`src/rtl/music_sequencer_pkg.sv`:
```
// Shared definitions for the music sequencer: FSM state encoding,
// ROM word field positions and address width.
package music_sequencer_pkg;

  localparam int ADDR_W   = 10;
  localparam int DATA_W   = 8;
  localparam int SONG_W   = 4;
  localparam int NOTE_MSB = 7;
  localparam int NOTE_LSB = 4;
  localparam int DUR_MSB  = 3;
  localparam int DUR_LSB  = 0;
  localparam int NOTE_W   = NOTE_MSB - NOTE_LSB + 1;
  localparam int DUR_W    = DUR_MSB - DUR_LSB + 1;

  typedef enum logic [2:0] {
    S_IDLE,
    S_FETCH,
    S_WAIT,
    S_PLAY,
    S_DONE
  } state_t;

endpackage

```
`src/rtl/music_sequencer_if.sv`:
```
// Bundle of song-control, ROM and tone-generator signals around the sequencer.
// The sequencer connects through the slave modport; its environment uses master.
interface music_sequencer_if;
  import music_sequencer_pkg::*;

  logic [SONG_W-1:0] cstate;
  logic [ADDR_W-1:0] start_addr;
  logic [ADDR_W-1:0] end_addr;
  logic              beat_tick;
  logic [DATA_W-1:0] rom_data;
  logic [ADDR_W-1:0] rom_addr;
  logic [NOTE_W-1:0] note;
  logic              note_valid;
  logic              playing;
  logic              song_done;

  modport master (
    output cstate, start_addr, end_addr, beat_tick, rom_data,
    input  rom_addr, note, note_valid, playing, song_done
  );

  modport slave (
    input  cstate, start_addr, end_addr, beat_tick, rom_data,
    output rom_addr, note, note_valid, playing, song_done
  );

endinterface

```
`src/rtl/music_sequencer_beat_counter.sv`:
```
// Remaining-beats counter for the note being played: loaded with the note
// duration, decremented per beat tick, flags the final beat.
module music_sequencer_beat_counter
  import music_sequencer_pkg::*;
(
  input  logic             clk,
  input  logic             rst,
  input  logic             load,
  input  logic [DUR_W-1:0] load_val,
  input  logic             tick,
  output logic             is_one
);

  logic [DUR_W-1:0] count;

  always_ff @(posedge clk) begin
    if (rst) begin
      count <= '0;
    end else if (load) begin
      count <= load_val;
    end else if (tick && count != '0) begin
      count <= count - 1'b1;
    end
  end

  assign is_one = (count == DUR_W'(1));

endmodule

```
`src/rtl/music_sequencer.sv`:
```
// Song sequencer: walks ROM words from start_addr to end_addr, sounding each
// note for its duration in beats, with looping, abort and stop handling.
module music_sequencer
  import music_sequencer_pkg::*;
#(
  parameter int LOOP    = 1,
  parameter int ROM_LAT = 1
) (
  input logic              clk,
  input logic              rst,
  music_sequencer_if.slave bus
);

  localparam logic [1:0] WAIT_LAST = 2'(ROM_LAT - 1);

  state_t            state_q, state_d;
  logic [ADDR_W-1:0] rom_addr_q, rom_addr_d;
  logic [NOTE_W-1:0] note_q, note_d;
  logic              note_valid_q, note_valid_d;
  logic              playing_q, playing_d;
  logic              song_done_q, song_done_d;
  logic [SONG_W-1:0] cur_song_q, cur_song_d;
  logic [1:0]        wait_cnt_q, wait_cnt_d;
  logic              cnt_load, cnt_tick, cnt_one, song_end;
  logic [NOTE_W-1:0] rom_note;
  logic [DUR_W-1:0]  rom_dur;

  assign rom_note = bus.rom_data[NOTE_MSB:NOTE_LSB];
  assign rom_dur  = bus.rom_data[DUR_MSB:DUR_LSB];

  music_sequencer_beat_counter u_beat (
    .clk      (clk),
    .rst      (rst),
    .load     (cnt_load),
    .load_val (rom_dur),
    .tick     (cnt_tick),
    .is_one   (cnt_one)
  );

  always_comb begin
    state_d      = state_q;
    rom_addr_d   = rom_addr_q;
    note_d       = note_q;
    note_valid_d = note_valid_q;
    song_done_d  = 1'b0;
    cur_song_d   = cur_song_q;
    wait_cnt_d   = wait_cnt_q;
    cnt_load     = 1'b0;
    cnt_tick     = 1'b0;
    song_end     = 1'b0;

    if (state_q == S_IDLE) begin
      if (bus.cstate != '0) begin
        state_d    = S_FETCH;
        rom_addr_d = bus.start_addr;
        cur_song_d = bus.cstate;
      end
    end else if (bus.cstate == '0) begin
      state_d      = S_IDLE;
      note_valid_d = 1'b0;
    end else if (bus.cstate != cur_song_q) begin
      // A new song selection pre-empts whatever is in progress, beat included.
      state_d      = S_FETCH;
      rom_addr_d   = bus.start_addr;
      cur_song_d   = bus.cstate;
      note_valid_d = 1'b0;
    end else begin
      case (state_q)
        S_FETCH: begin
          state_d    = S_WAIT;
          wait_cnt_d = '0;
        end
        S_WAIT: begin
          if (wait_cnt_q == WAIT_LAST) begin
            if (rom_dur == '0) begin
              song_end = 1'b1;
            end else begin
              note_d       = rom_note;
              note_valid_d = 1'b1;
              cnt_load     = 1'b1;
              state_d      = S_PLAY;
            end
          end else begin
            wait_cnt_d = wait_cnt_q + 1'b1;
          end
        end
        S_PLAY: begin
          if (bus.beat_tick) begin
            cnt_tick = 1'b1;
            if (cnt_one) begin
              note_valid_d = 1'b0;
              if (rom_addr_q == bus.end_addr) begin
                song_end = 1'b1;
              end else begin
                rom_addr_d = rom_addr_q + 1'b1;
                state_d    = S_FETCH;
              end
            end
          end
        end
        default: begin
        end
      endcase
    end

    // Shared by the last note finishing and a zero-duration end marker.
    if (song_end) begin
      song_done_d  = 1'b1;
      note_valid_d = 1'b0;
      if (LOOP != 0) begin
        rom_addr_d = bus.start_addr;
        state_d    = S_FETCH;
      end else begin
        state_d = S_DONE;
      end
    end

    playing_d = (state_d != S_IDLE) && (state_d != S_DONE);
  end

  always_ff @(posedge clk) begin
    if (rst) begin
      state_q      <= S_IDLE;
      rom_addr_q   <= '0;
      note_q       <= '0;
      note_valid_q <= 1'b0;
      playing_q    <= 1'b0;
      song_done_q  <= 1'b0;
      cur_song_q   <= '0;
      wait_cnt_q   <= '0;
    end else begin
      state_q      <= state_d;
      rom_addr_q   <= rom_addr_d;
      note_q       <= note_d;
      note_valid_q <= note_valid_d;
      playing_q    <= playing_d;
      song_done_q  <= song_done_d;
      cur_song_q   <= cur_song_d;
      wait_cnt_q   <= wait_cnt_d;
    end
  end

  assign bus.rom_addr   = rom_addr_q;
  assign bus.note       = note_q;
  assign bus.note_valid = note_valid_q;
  assign bus.playing    = playing_q;
  assign bus.song_done  = song_done_q;

endmodule

```
`src/flat_wrapper.sv`:
```
// flat-port wrapper written by rule: the top's interface ports become plain ports
module music_sequencer_flat import music_sequencer_pkg::*;
#(
  parameter int LOOP    = 1,
  parameter int ROM_LAT = 1
)
  (clk, rst, bus_cstate, bus_start_addr, bus_end_addr, bus_beat_tick, bus_rom_data, bus_rom_addr, bus_note, bus_note_valid, bus_playing, bus_song_done);
  music_sequencer_if bus_i ();
  input logic clk;
  input logic rst;
  input wire logic [$bits(bus_i.cstate)-1:0] bus_cstate;
  input wire logic [$bits(bus_i.start_addr)-1:0] bus_start_addr;
  input wire logic [$bits(bus_i.end_addr)-1:0] bus_end_addr;
  input wire logic [$bits(bus_i.beat_tick)-1:0] bus_beat_tick;
  input wire logic [$bits(bus_i.rom_data)-1:0] bus_rom_data;
  output wire logic [$bits(bus_i.rom_addr)-1:0] bus_rom_addr;
  output wire logic [$bits(bus_i.note)-1:0] bus_note;
  output wire logic [$bits(bus_i.note_valid)-1:0] bus_note_valid;
  output wire logic [$bits(bus_i.playing)-1:0] bus_playing;
  output wire logic [$bits(bus_i.song_done)-1:0] bus_song_done;
  assign bus_i.cstate = bus_cstate;
  assign bus_i.start_addr = bus_start_addr;
  assign bus_i.end_addr = bus_end_addr;
  assign bus_i.beat_tick = bus_beat_tick;
  assign bus_i.rom_data = bus_rom_data;
  assign bus_rom_addr = bus_i.rom_addr;
  assign bus_note = bus_i.note;
  assign bus_note_valid = bus_i.note_valid;
  assign bus_playing = bus_i.playing;
  assign bus_song_done = bus_i.song_done;
  music_sequencer #(.LOOP(LOOP), .ROM_LAT(ROM_LAT)) u_core (.clk(clk), .rst(rst), .bus(bus_i));
endmodule
```
`config.mk`:
```
export PLATFORM = sky130hd
export DESIGN_NAME = music_sequencer_flat
export DESIGN_NICKNAME = d
export VERILOG_FILES = /design/src/rtl/music_sequencer_pkg.sv /design/src/rtl/music_sequencer_if.sv /design/src/rtl/music_sequencer_beat_counter.sv /design/src/rtl/music_sequencer.sv /design/src/flat_wrapper.sv
export SDC_FILE = /design/constraint.sdc
export NUM_CORES = 1
export LEC_CHECK = 0
export ABC_CLOCK_PERIOD_IN_PS = 2300
export BUFFER_PORTS_ARGS = -buffer_cell sky130_fd_sc_hd__buf_4
export CAP_MARGIN = 20
export CORE_MARGIN = 1.5
export CORE_UTILIZATION = 30
export DETAILED_ROUTE_END_ITERATION = 12
export PLACE_DENSITY = 0.62
export SYNTH_ARGS = -nofsm -noshare
export SYNTH_HDL_FRONTEND = slang
export SYNTH_SLANG_ARGS = --single-unit
```
`constraint.sdc`:
```
create_clock -name clk -period 2.3 [get_ports clk]
set_input_delay 0.46 -clock clk [delete_from_list [all_inputs] [get_ports clk]]
set_output_delay 0.46 -clock clk [all_outputs]
set_load 0.005 [all_outputs]
```
==> flow_summary.json <==
{
  "power.total_mw": 1.23,
  "hp-class": "input pin to flop",
  "power.density_mw_per_mm2": 515,
  "vdd_drop_max_v": 0.000217,
  "slew_headroom_pct": 72.7,
  "syn_inst": 214,
  "postCtsHoldBufs": 0,
  "avgSynthCellArea_um2": 8.37,
  "synth_seq_cells": 30,
  "drt_iter0_markers": 101,
  "path_class": "flop to flop",
  "rsz0062_at_grt": "no",
  "drt.antenna.violating_nets": 0,
  "setup_tns_ns": 0,
  "syn_area_mm2": 0.00179,
  "overflow": 0,
  "nFillCells": 567,
  "crit_arrival_ns": 2.22,
  "max-cap-violations": 0,
  "globalRouteTotalUtil_pct": 13.9,
  "dieWidth_um": 80.3,
  "ys.flop_type": "dfxtp_1",
  "fin_util_pct": 42.4,
  "cts.clk_slew.worst_paths_ns": 0.07,
  "dpl.cell_count": 338,
  "cts_tree": "done",
  "worst_ep_required_time_ns": 2.46,
  "ys_types": 46,
  "insertion_delay_ns": 0.28,
  "row_count": 27,
  "cp-start-kind": "flop",
  "synth_fp_nets": 253,
  "cts_root_buf": "clkbuf_8",
  "grt_pass1_wl_um": 7010,
  "layout_commonest_cell": "buf_4",
  "finalWorstSetupSlack_ns": 0.240,
  "coreArea_mm2": 0.00564,
  "crit_path_end_kind": "flop",
  "finalHoldViolations": 0,
  "slew_violations": 0,
  "dr.pass1.iters": 4,
  "seq_area_frac_synth_pct": 33.5,
  "cts_buffer_depth": 2,
  "gp_congestion": 0.863,
  "diodes": 0,
  "synth_edf_count": 0,
  "vias_per_cell": 5.01,
  "dp_hpwl_um": 3300,
  "wire_per_inst_um": 12.4,
  "fmax_mhz": 486,
  "yosysWarnings": 0,
  "postCtsSetupRepairBufs": 0,
  "status": "completed",
  "area_growth_pct": 33.5,
  "drc": 0,
  "cts-htree-levels": 2,
  "wirelength_um": 4280,
  "async_reset_ff_share_pct": 0,
  "grt_max_degree": 31,
  "io_buffers": 51,
  "dp_slack_ns": 0.0507,
  "setup_viol": 0,
  "leakagePower_nw": 1.01,
  "cts_resized": 0,
  "die_h_um": 80.3,
  "drive_above_1_share_pct": 29.2,
  "min_period_ns": 2.06,
  "num_vias": 1734,
  "final_cells": 346,
  "cts_buffers": 5,
  "final_cell_mix": "buf_4, dfxtp_1, nor2_1",
  "io_pins": 52,
  "die-area_mm2": 0.00644,
  "grt_pass1_vias": 1597,
  "post-route-period-util_pct": 89.5,
  "cts.sinks": 30,
  "fin_nets": 312,
  "clock_skew_ns": 0.00401,
  "worst_slew_pin_slew_ns": 0.406,
  "worst-path-max-fanout": 6,
  "initial_core_util_pct": 31.7,
  "antenna_found_initial": 0
}
==> layer usage <==
metal	up-vias	GRT usage (%)	routed length, um
met5	-	0	0
met4	0	4.66	52
met3	6	2.73	166
met2	39	23.3	2010
met1	802	17.6	2060
li1	887	-	-
==> worst max-delay path: stages (launching register included) <==
cell,delay (ns)
dfxtp_1,0.45
nand3_1,0.16
or3_1,0.39
or3_1,0.39
or2_2,0.32
a21oi_1,0.14
o32ai_1,0.08
==> Yosys cell counts, drive strengths merged, types with 5 or more instances <==
cell   count  area, um2
dfxtp     30        601
nor2      25       93.8
a21oi     19       95.1
inv       16       60.1
xor2      15        131
mux2i     13        130
buf        8       47.5
nand3      8       40.0
o32ai      8       70.1
nand2      7       26.3
nor4       6       71.3
nor3       5       25.0
or3        5       31.3
==> layout make-up <==
class | count | area [um2] | area share [%]
clock buffer | 6 | 82.6 | 3.46
clock inverter | 2 | 12.5 | 0.524
inverter | 16 | 60.1 | 2.51
multi-input combinational | 157 | 1070 | 44.8
sequential | 30 | 601 | 25.1
tap | 72 | 90.1 | 3.77
timing repair buffer | 63 | 473 | 19.8
==> logic make-up (layout without fill, tap and decap cells) <==
group / count (synthesis) / after routing / synth area share (%)
flops: 30 / 30 / 33.5
compound gates: 48 / 48 / 17.8
xor+xnor: 16 / 16 / 7.83
simple gates: 75 / 75 / 23.5
fa+ha+maj: 4 / 4 / 2.80
buf+inv: 27 / 87 / 6.64
mux: 14 / 14 / 7.90
==> per-stage QoR <==
step | cell area [um2] | hold WS (ns)
after global routing | 2390 | 0.432
after detailed placement | 2290 | 0.447
after global placement | 2290 | 0.440
after floorplan | 1790 | 0.432
after CTS | 2390 | 0.399
final | 2390 | 0.409
==> worst paths after layout <==
path                                        startpoint                     end  slack, ns  cells past startpoint
worst max-delay path            u_core.bus.rom_addr[0]  u_core.bus.rom_addr[9]       0.24                      6
worst min-delay path                   bus_rom_data[7]      u_core.bus.note[3]       0.41                      3
worst max register to register  u_core.bus.rom_addr[0]  u_core.bus.rom_addr[9]       0.24                      6
worst min register to register    u_core.wait_cnt_q[0]    u_core.wait_cnt_q[0]       0.45                      2
==> sequential cells by signal (all words and copies together), names as in the netlist <==
register               flops
u_core.state_q             3
u_core.bus.rom_addr       10
u_core.bus.note_valid      1
u_core.bus.note            4
u_core.wait_cnt_q          2
u_core.bus.playing         1
u_core.cur_song_q          4
u_core.bus.song_done       1
u_core.u_beat.count        4
==> power by group <==
group | switching (mW) | internal, mW | total (mW)
Combinational | 0.0987 | 0.115 | 0.214
Clock | 0.205 | 0.240 | 0.445
Sequential | 0.0298 | 0.542 | 0.572
Note: power is estimated with default switching activity, not from simulation.
